--- config.mk ---
export PLATFORM = sky130hd
export DESIGN_NAME = mux8_rr_arbiter
export DESIGN_NICKNAME = d
export VERILOG_FILES = /design/src/rtl/mux8_arb_pkg.sv /design/src/rtl/mux8_rr_pick.sv /design/src/rtl/mux8_rr_arbiter.sv
export SDC_FILE = /design/constraint.sdc
export NUM_CORES = 1
export LEC_CHECK = 0
export CAP_MARGIN = 20
export CORE_ASPECT_RATIO = 0.75
export CORE_UTILIZATION = 40
export CTS_CLUSTER_SIZE = 20
export DETAILED_ROUTE_END_ITERATION = 8
export SETUP_SLACK_MARGIN = 0.1
export SLEW_MARGIN = 20
export SYNTH_ARGS = -nofsm -noshare
export SYNTH_HDL_FRONTEND = slang
export SYNTH_SLANG_ARGS = --single-unit
--- constraint.sdc ---
create_clock -name clk -period 4 [get_ports clk]
set_clock_uncertainty 0.1 [all_clocks]
set_input_delay 0.8 -clock clk [delete_from_list [all_inputs] [get_ports clk]]
set_output_delay 0.8 -clock clk [all_outputs]
set_load 0.05 [all_outputs]
--- src/rtl/mux8_arb_pkg.sv ---
// Shared definitions for the 8-requester round-robin mux arbiter.
// Holds requester/select widths, hold-counter width, FSM encoding and a one-hot helper.
package mux8_arb_pkg;

  localparam int NUM_REQ    = 8;
  localparam int SEL_W      = 3;
  localparam int HOLD_CNT_W = 8;

  typedef enum logic {
    IDLE = 1'b0,
    OWN  = 1'b1
  } arb_state_t;

  function automatic logic [NUM_REQ-1:0] onehot(input logic [SEL_W-1:0] idx);
    logic [NUM_REQ-1:0] vec;
    vec      = '0;
    vec[idx] = 1'b1;
    return vec;
  endfunction

endpackage

--- src/rtl/mux8_rr_pick.sv ---
// rr_pick8: combinational round-robin picker; finds the first set request at or
// above 'start' (wrapping 7->0), optionally ignoring one excluded index.
module rr_pick8
  import mux8_arb_pkg::*;
(
  input  logic [NUM_REQ-1:0] req,
  input  logic [SEL_W-1:0]   start,
  input  logic               exclude_en,
  input  logic [SEL_W-1:0]   exclude_idx,
  output logic               found,
  output logic [SEL_W-1:0]   idx
);

  logic [NUM_REQ-1:0] cand;
  logic [NUM_REQ-1:0] rot;
  logic [SEL_W-1:0]   offset;

  // rot[k] is the candidate k positions past 'start', so bit 0 has top priority.
  generate
    for (genvar gi = 0; gi < NUM_REQ; gi++) begin : g_cand
      assign cand[gi] = req[gi] & ~(exclude_en && (exclude_idx == SEL_W'(gi)));
      assign rot[gi]  = cand[start + SEL_W'(gi)];
    end
  endgenerate

  always_comb begin
    offset = '0;
    for (int k = NUM_REQ - 1; k >= 0; k--) begin
      if (rot[k]) begin
        offset = SEL_W'(k);
      end
    end
  end

  assign found = |rot;
  assign idx   = start + offset;

endmodule

--- src/rtl/mux8_rr_arbiter.sv ---
// Round-robin arbiter driving the select lines of the shared 8:1 single-bit mux.
// Optional hold limit per owner is compiled in with MUX8_ARB_HOLD_LIMIT_EN.
module mux8_rr_arbiter
  import mux8_arb_pkg::*;
#(
  parameter int HOLD_MAX = 16
) (
  input  logic               clk,
  input  logic               rst,
  input  logic [NUM_REQ-1:0] req,
  output logic [NUM_REQ-1:0] grant,
  output logic [SEL_W-1:0]   sel,
  output logic               sel_valid,
  output logic               owner_changed
);

  arb_state_t         state_reg, state_next;
  logic [SEL_W-1:0]   last_owner_reg, last_owner_next;
  logic [NUM_REQ-1:0] grant_reg, grant_next;
  logic [SEL_W-1:0]   sel_reg, sel_next;
  logic               sel_valid_reg, sel_valid_next;
  logic               owner_changed_reg, owner_changed_next;

  logic               pick_found;
  logic [SEL_W-1:0]   pick_idx;
  logic               take_grant;

  generate
    if (HOLD_MAX < 1 || HOLD_MAX > 255) begin : g_hold_max_out_of_range
    end
  endgenerate

`ifdef MUX8_ARB_HOLD_LIMIT_EN
  localparam logic [HOLD_CNT_W-1:0] HOLD_LAST = HOLD_CNT_W'(HOLD_MAX - 1);
  logic [HOLD_CNT_W-1:0] hold_cnt_reg, hold_cnt_next;
`endif

  // While owned, the current owner is excluded so it is always searched last.
  rr_pick8 u_pick (
    .req         (req),
    .start       (last_owner_reg + SEL_W'(1)),
    .exclude_en  (state_reg == OWN),
    .exclude_idx (last_owner_reg),
    .found       (pick_found),
    .idx         (pick_idx)
  );

  always_comb begin
    state_next         = state_reg;
    last_owner_next    = last_owner_reg;
    grant_next         = grant_reg;
    sel_next           = sel_reg;
    sel_valid_next     = sel_valid_reg;
    owner_changed_next = 1'b0;
    take_grant         = 1'b0;
`ifdef MUX8_ARB_HOLD_LIMIT_EN
    hold_cnt_next      = hold_cnt_reg;
`endif

    case (state_reg)
      IDLE: begin
        take_grant = pick_found;
      end
      OWN: begin
        if (!req[last_owner_reg]) begin
          if (pick_found) begin
            take_grant = 1'b1;
          end else begin
            grant_next     = '0;
            sel_valid_next = 1'b0;
            state_next     = IDLE;
          end
        end
`ifdef MUX8_ARB_HOLD_LIMIT_EN
        else if (hold_cnt_reg == HOLD_LAST) begin
          if (pick_found) begin
            take_grant = 1'b1;
          end else begin
            hold_cnt_next = '0;
          end
        end else begin
          hold_cnt_next = hold_cnt_reg + HOLD_CNT_W'(1);
        end
`endif
      end
    endcase

    if (take_grant) begin
      grant_next         = onehot(pick_idx);
      sel_next           = pick_idx;
      sel_valid_next     = 1'b1;
      owner_changed_next = 1'b1;
      last_owner_next    = pick_idx;
      state_next         = OWN;
`ifdef MUX8_ARB_HOLD_LIMIT_EN
      hold_cnt_next      = '0;
`endif
    end
  end

  // last_owner resets to 7 so the first search starts at index 0.
  always_ff @(posedge clk or posedge rst) begin
    if (rst) begin
      state_reg         <= IDLE;
      last_owner_reg    <= SEL_W'(NUM_REQ - 1);
      grant_reg         <= '0;
      sel_reg           <= '0;
      sel_valid_reg     <= 1'b0;
      owner_changed_reg <= 1'b0;
    end else begin
      state_reg         <= state_next;
      last_owner_reg    <= last_owner_next;
      grant_reg         <= grant_next;
      sel_reg           <= sel_next;
      sel_valid_reg     <= sel_valid_next;
      owner_changed_reg <= owner_changed_next;
    end
  end

`ifdef MUX8_ARB_HOLD_LIMIT_EN
  always_ff @(posedge clk or posedge rst) begin
    if (rst) begin
      hold_cnt_reg <= '0;
    end else begin
      hold_cnt_reg <= hold_cnt_next;
    end
  end
`endif

  assign grant         = grant_reg;
  assign sel           = sel_reg;
  assign sel_valid     = sel_valid_reg;
  assign owner_changed = owner_changed_reg;

endmodule

==> flow_summary_export.csv <==
group,metric,value,unit
sta,rsz0062_at_grt,"yes",
clocking,clock_tree.root_cell,"clkbuf_8",
synth,yosysSeqAreaShare,0.221,
synth,post-synth-top-area-fraction,0.180,
synth,syn-num-nets,236,
detailed_routing,drtPass1Iterations,4,
sta,setup_viol,0,
floorplan,die_w,82.5,um
layout,syn2layout_area_growth,49.7,%
synth,synth_edf_count,0,
synth,ys_top_cells_by_count,"nand2_1, dfrtp_1, nand3_1, a22oi_1, o211ai_1",
placement,gp_congestion,0.912,
worst_hold_path,min_path_type,"flip-flop to flip-flop",
critical_path,path_max_fanout,6,
sta,worst_pin_slew,760,ps
floorplan,die_y,62.3,um
floorplan,fp-row-count,21,
critical_path,r2r_slack,90,ps
detailed_routing,wl_per_cell,16.6,um
flow_run,maxCapViolCount,0,
grt,grt_pass1_wl,9.31,mm
critical_path,cp.required,4040,ps
sta,slew-limit-headroom,0.491,
synth,synth_most_common_cell,"nand2_1",
run_status,status,"finished clean",
detailed_routing,routed_via_density,5.72,
layout,nets,308,
floorplan,start_util,0.425,
synth,syn_inst,216,
layout,drive_gt1_frac,0.422,
detailed_routing,drc,0,
clocking,cts_max_level,1,
detailed_routing,detail-route-antenna-nets,0,
critical_path,end_kind,"flip-flop",
clocking,clkTransAtPathRegs,70,ps
critical_path,crit_family,"adder cells",
synth,ys_types,55,
critical_path,cpPeakStageDelay,610,ps
critical_path,crit_chain,"ha_4 -> ha_4 -> buf_4 -> xor2_4 -> buf_4 -> mux4_2 -> o22ai_1 -> o221ai_1 -> o31ai_2 -> ha_2 -> fa_2 -> buf_4 -> mux2_1",
layout,largest_register_ffs,8,
critical_path,crit_end,"sel[1]$_DFFE_PP0P_",
grt,grt_pass1_vias,1849,
critical_path,cp_slowest_cell,"dfstp_2",
floorplan,die-area,0.00514,mm^2
detailed_routing,drt_iter0_drc,132,
critical_path,crit_type,"flip-flop to flip-flop",
synth,synth.cell_area,0.00194,mm^2
synth,synth_top_area_cell,"dfrtp_1",
placement,dp_hpwl,4.62,mm
clocking,cts.path.max_buffers,2,
clocking,cts_tree,"built",
critical_path,r2r_cells,13,
clocking,clkLatencyLatePin,250,ps
critical_path,path_common_cell,"buf_4",
clocking,cts_made_buffers,3,
synth,yosysWarnings,0,
worst_hold_path,hold_path_depth,1,
sta,final.period_utilization,0.977,
synth,async_flop_share,1.00,
critical_path,critical_path_arrival,3940,ps
sta,fin_setup_tns,0,ps
sta,finalMaxSlewViolations,0,
floorplan,ios,23,
synth,yosys_most_used_dff,"dfrtp_1",
sta,clock.fmax,256,MHz
critical_path,path_buf_inv,3,
synth,synth.area.top_cells,"dfrtp_1, mux4_2, ha_1",
critical_path,timing.rr.start,"last_owner_reg[0]$_DFFE_PP1P_",
grt,grt_overflow,0,
critical_path,cp.depth,13,
grt,grtUsageTotal,0.237,
critical_path,start_kind,"flip-flop",
clocking,cts.sinks,17,
grt,grt_max_degree,18,
sta,post-route-min-period,3910,ps
placement,portBuffers,22,
floorplan,core_area,0.00457,mm^2
sta,hold_viol,0,
synth,synth.avg_cell_area,8.99,um^2
critical_path,r2r_end,"sel[1]$_DFFE_PP0P_",
critical_path,cp-startpoint,"last_owner_reg[0]$_DFFE_PP1P_",
detailed_routing,wirelength,5.72,mm
detailed_routing,vias,1969,
grt,antenna_found_initial,0,
layout,diodes,0,
synth,ys_ff_latch,17,
-- per-stage QoR --
stage	hold slack, ps	std cells	setup WS (ps)	utilization	instance area (um^2)
global route	420	344	-52.6	0.636	2910
floorplan	558	216	109	-	2040
detailed placement	381	337	-494	0.585	2670
finish	399	344	93.7	0.636	2910
CTS	408	341	97.1	0.602	2750
global placement	375	337	-224	0.585	2670
-- final cells by class --
class,instances,area (um^2)
fill,384,1670
multi-input combinational,179,1640
clock inverter,1,7.51
timing repair buffer,78,664
sequential,17,429
inverter,9,52.6
tap,57,71.3
clock buffer,3,41.3
-- how the worst min path moves through the flow --
stage               slack [ps]                          start                       endpoint
floorplan                  560  last_owner_reg[2]$_DFFE_PP1P_  last_owner_reg[2]$_DFFE_PP1P_
global placement           380             sel[1]$_DFFE_PP0P_             sel[1]$_DFFE_PP0P_
detailed placement         380          sel_valid$_DFFE_PP0P_          sel_valid$_DFFE_PP0P_
CTS                        410             sel[1]$_DFFE_PP0P_             sel[1]$_DFFE_PP0P_
global route               420          sel_valid$_DFFE_PP0P_          sel_valid$_DFFE_PP0P_
finish                     400             sel[1]$_DFFE_PP0P_             sel[1]$_DFFE_PP0P_
-- per-layer routing --
metal  track usage  wire (um)
met5             0          0
met4        0.0197         14
met2         0.326       2370
met3        0.0559        373
met1         0.381       2970
-- kinds of logic (layout without fill, tap and decap cells) --
logic type | count (synthesis) | after routing | synth area share
adder cells (fa/ha/maj) | 10 | 10 | 0.0683
flip-flops | 17 | 17 | 0.221
multiplexers | 18 | 18 | 0.153
AND/OR/NAND/NOR | 89 | 89 | 0.252
XOR/XNOR | 4 | 4 | 0.0219
buffers and inverters | 20 | 91 | 0.0438
AO/OA/AOI/OAI | 58 | 58 | 0.240
-- cell usage in the layout (no fill, tap or decap), types with 6 or more instances in the layout --
| cell type | count |
|---|---|
| a22oi_1 | 10 |
| buf_4 | 52 |
| clkdlybuf4s50_1 | 22 |
| dfrtp_1 | 14 |
| mux4_2 | 9 |
| nand2_1 | 16 |
| nand2_2 | 6 |
| nand3_1 | 11 |
| nand4_1 | 6 |
| nor2_1 | 7 |
| nor3b_1 | 8 |
| o211ai_1 | 11 |
-- what timing repair did --
item,4_1_cts,5_1_grt
endpoints found under the hold margin,0,0
pin swaps,1,5
endpoints found under the setup margin,12,12
gates resized for setup,10,31
cloned,0,0
setup buffers,0,3
hold buffers,0,0
Power is not shown: default switching activity piles up to over one toggle a cycle in this logic, so the estimate is an artifact.
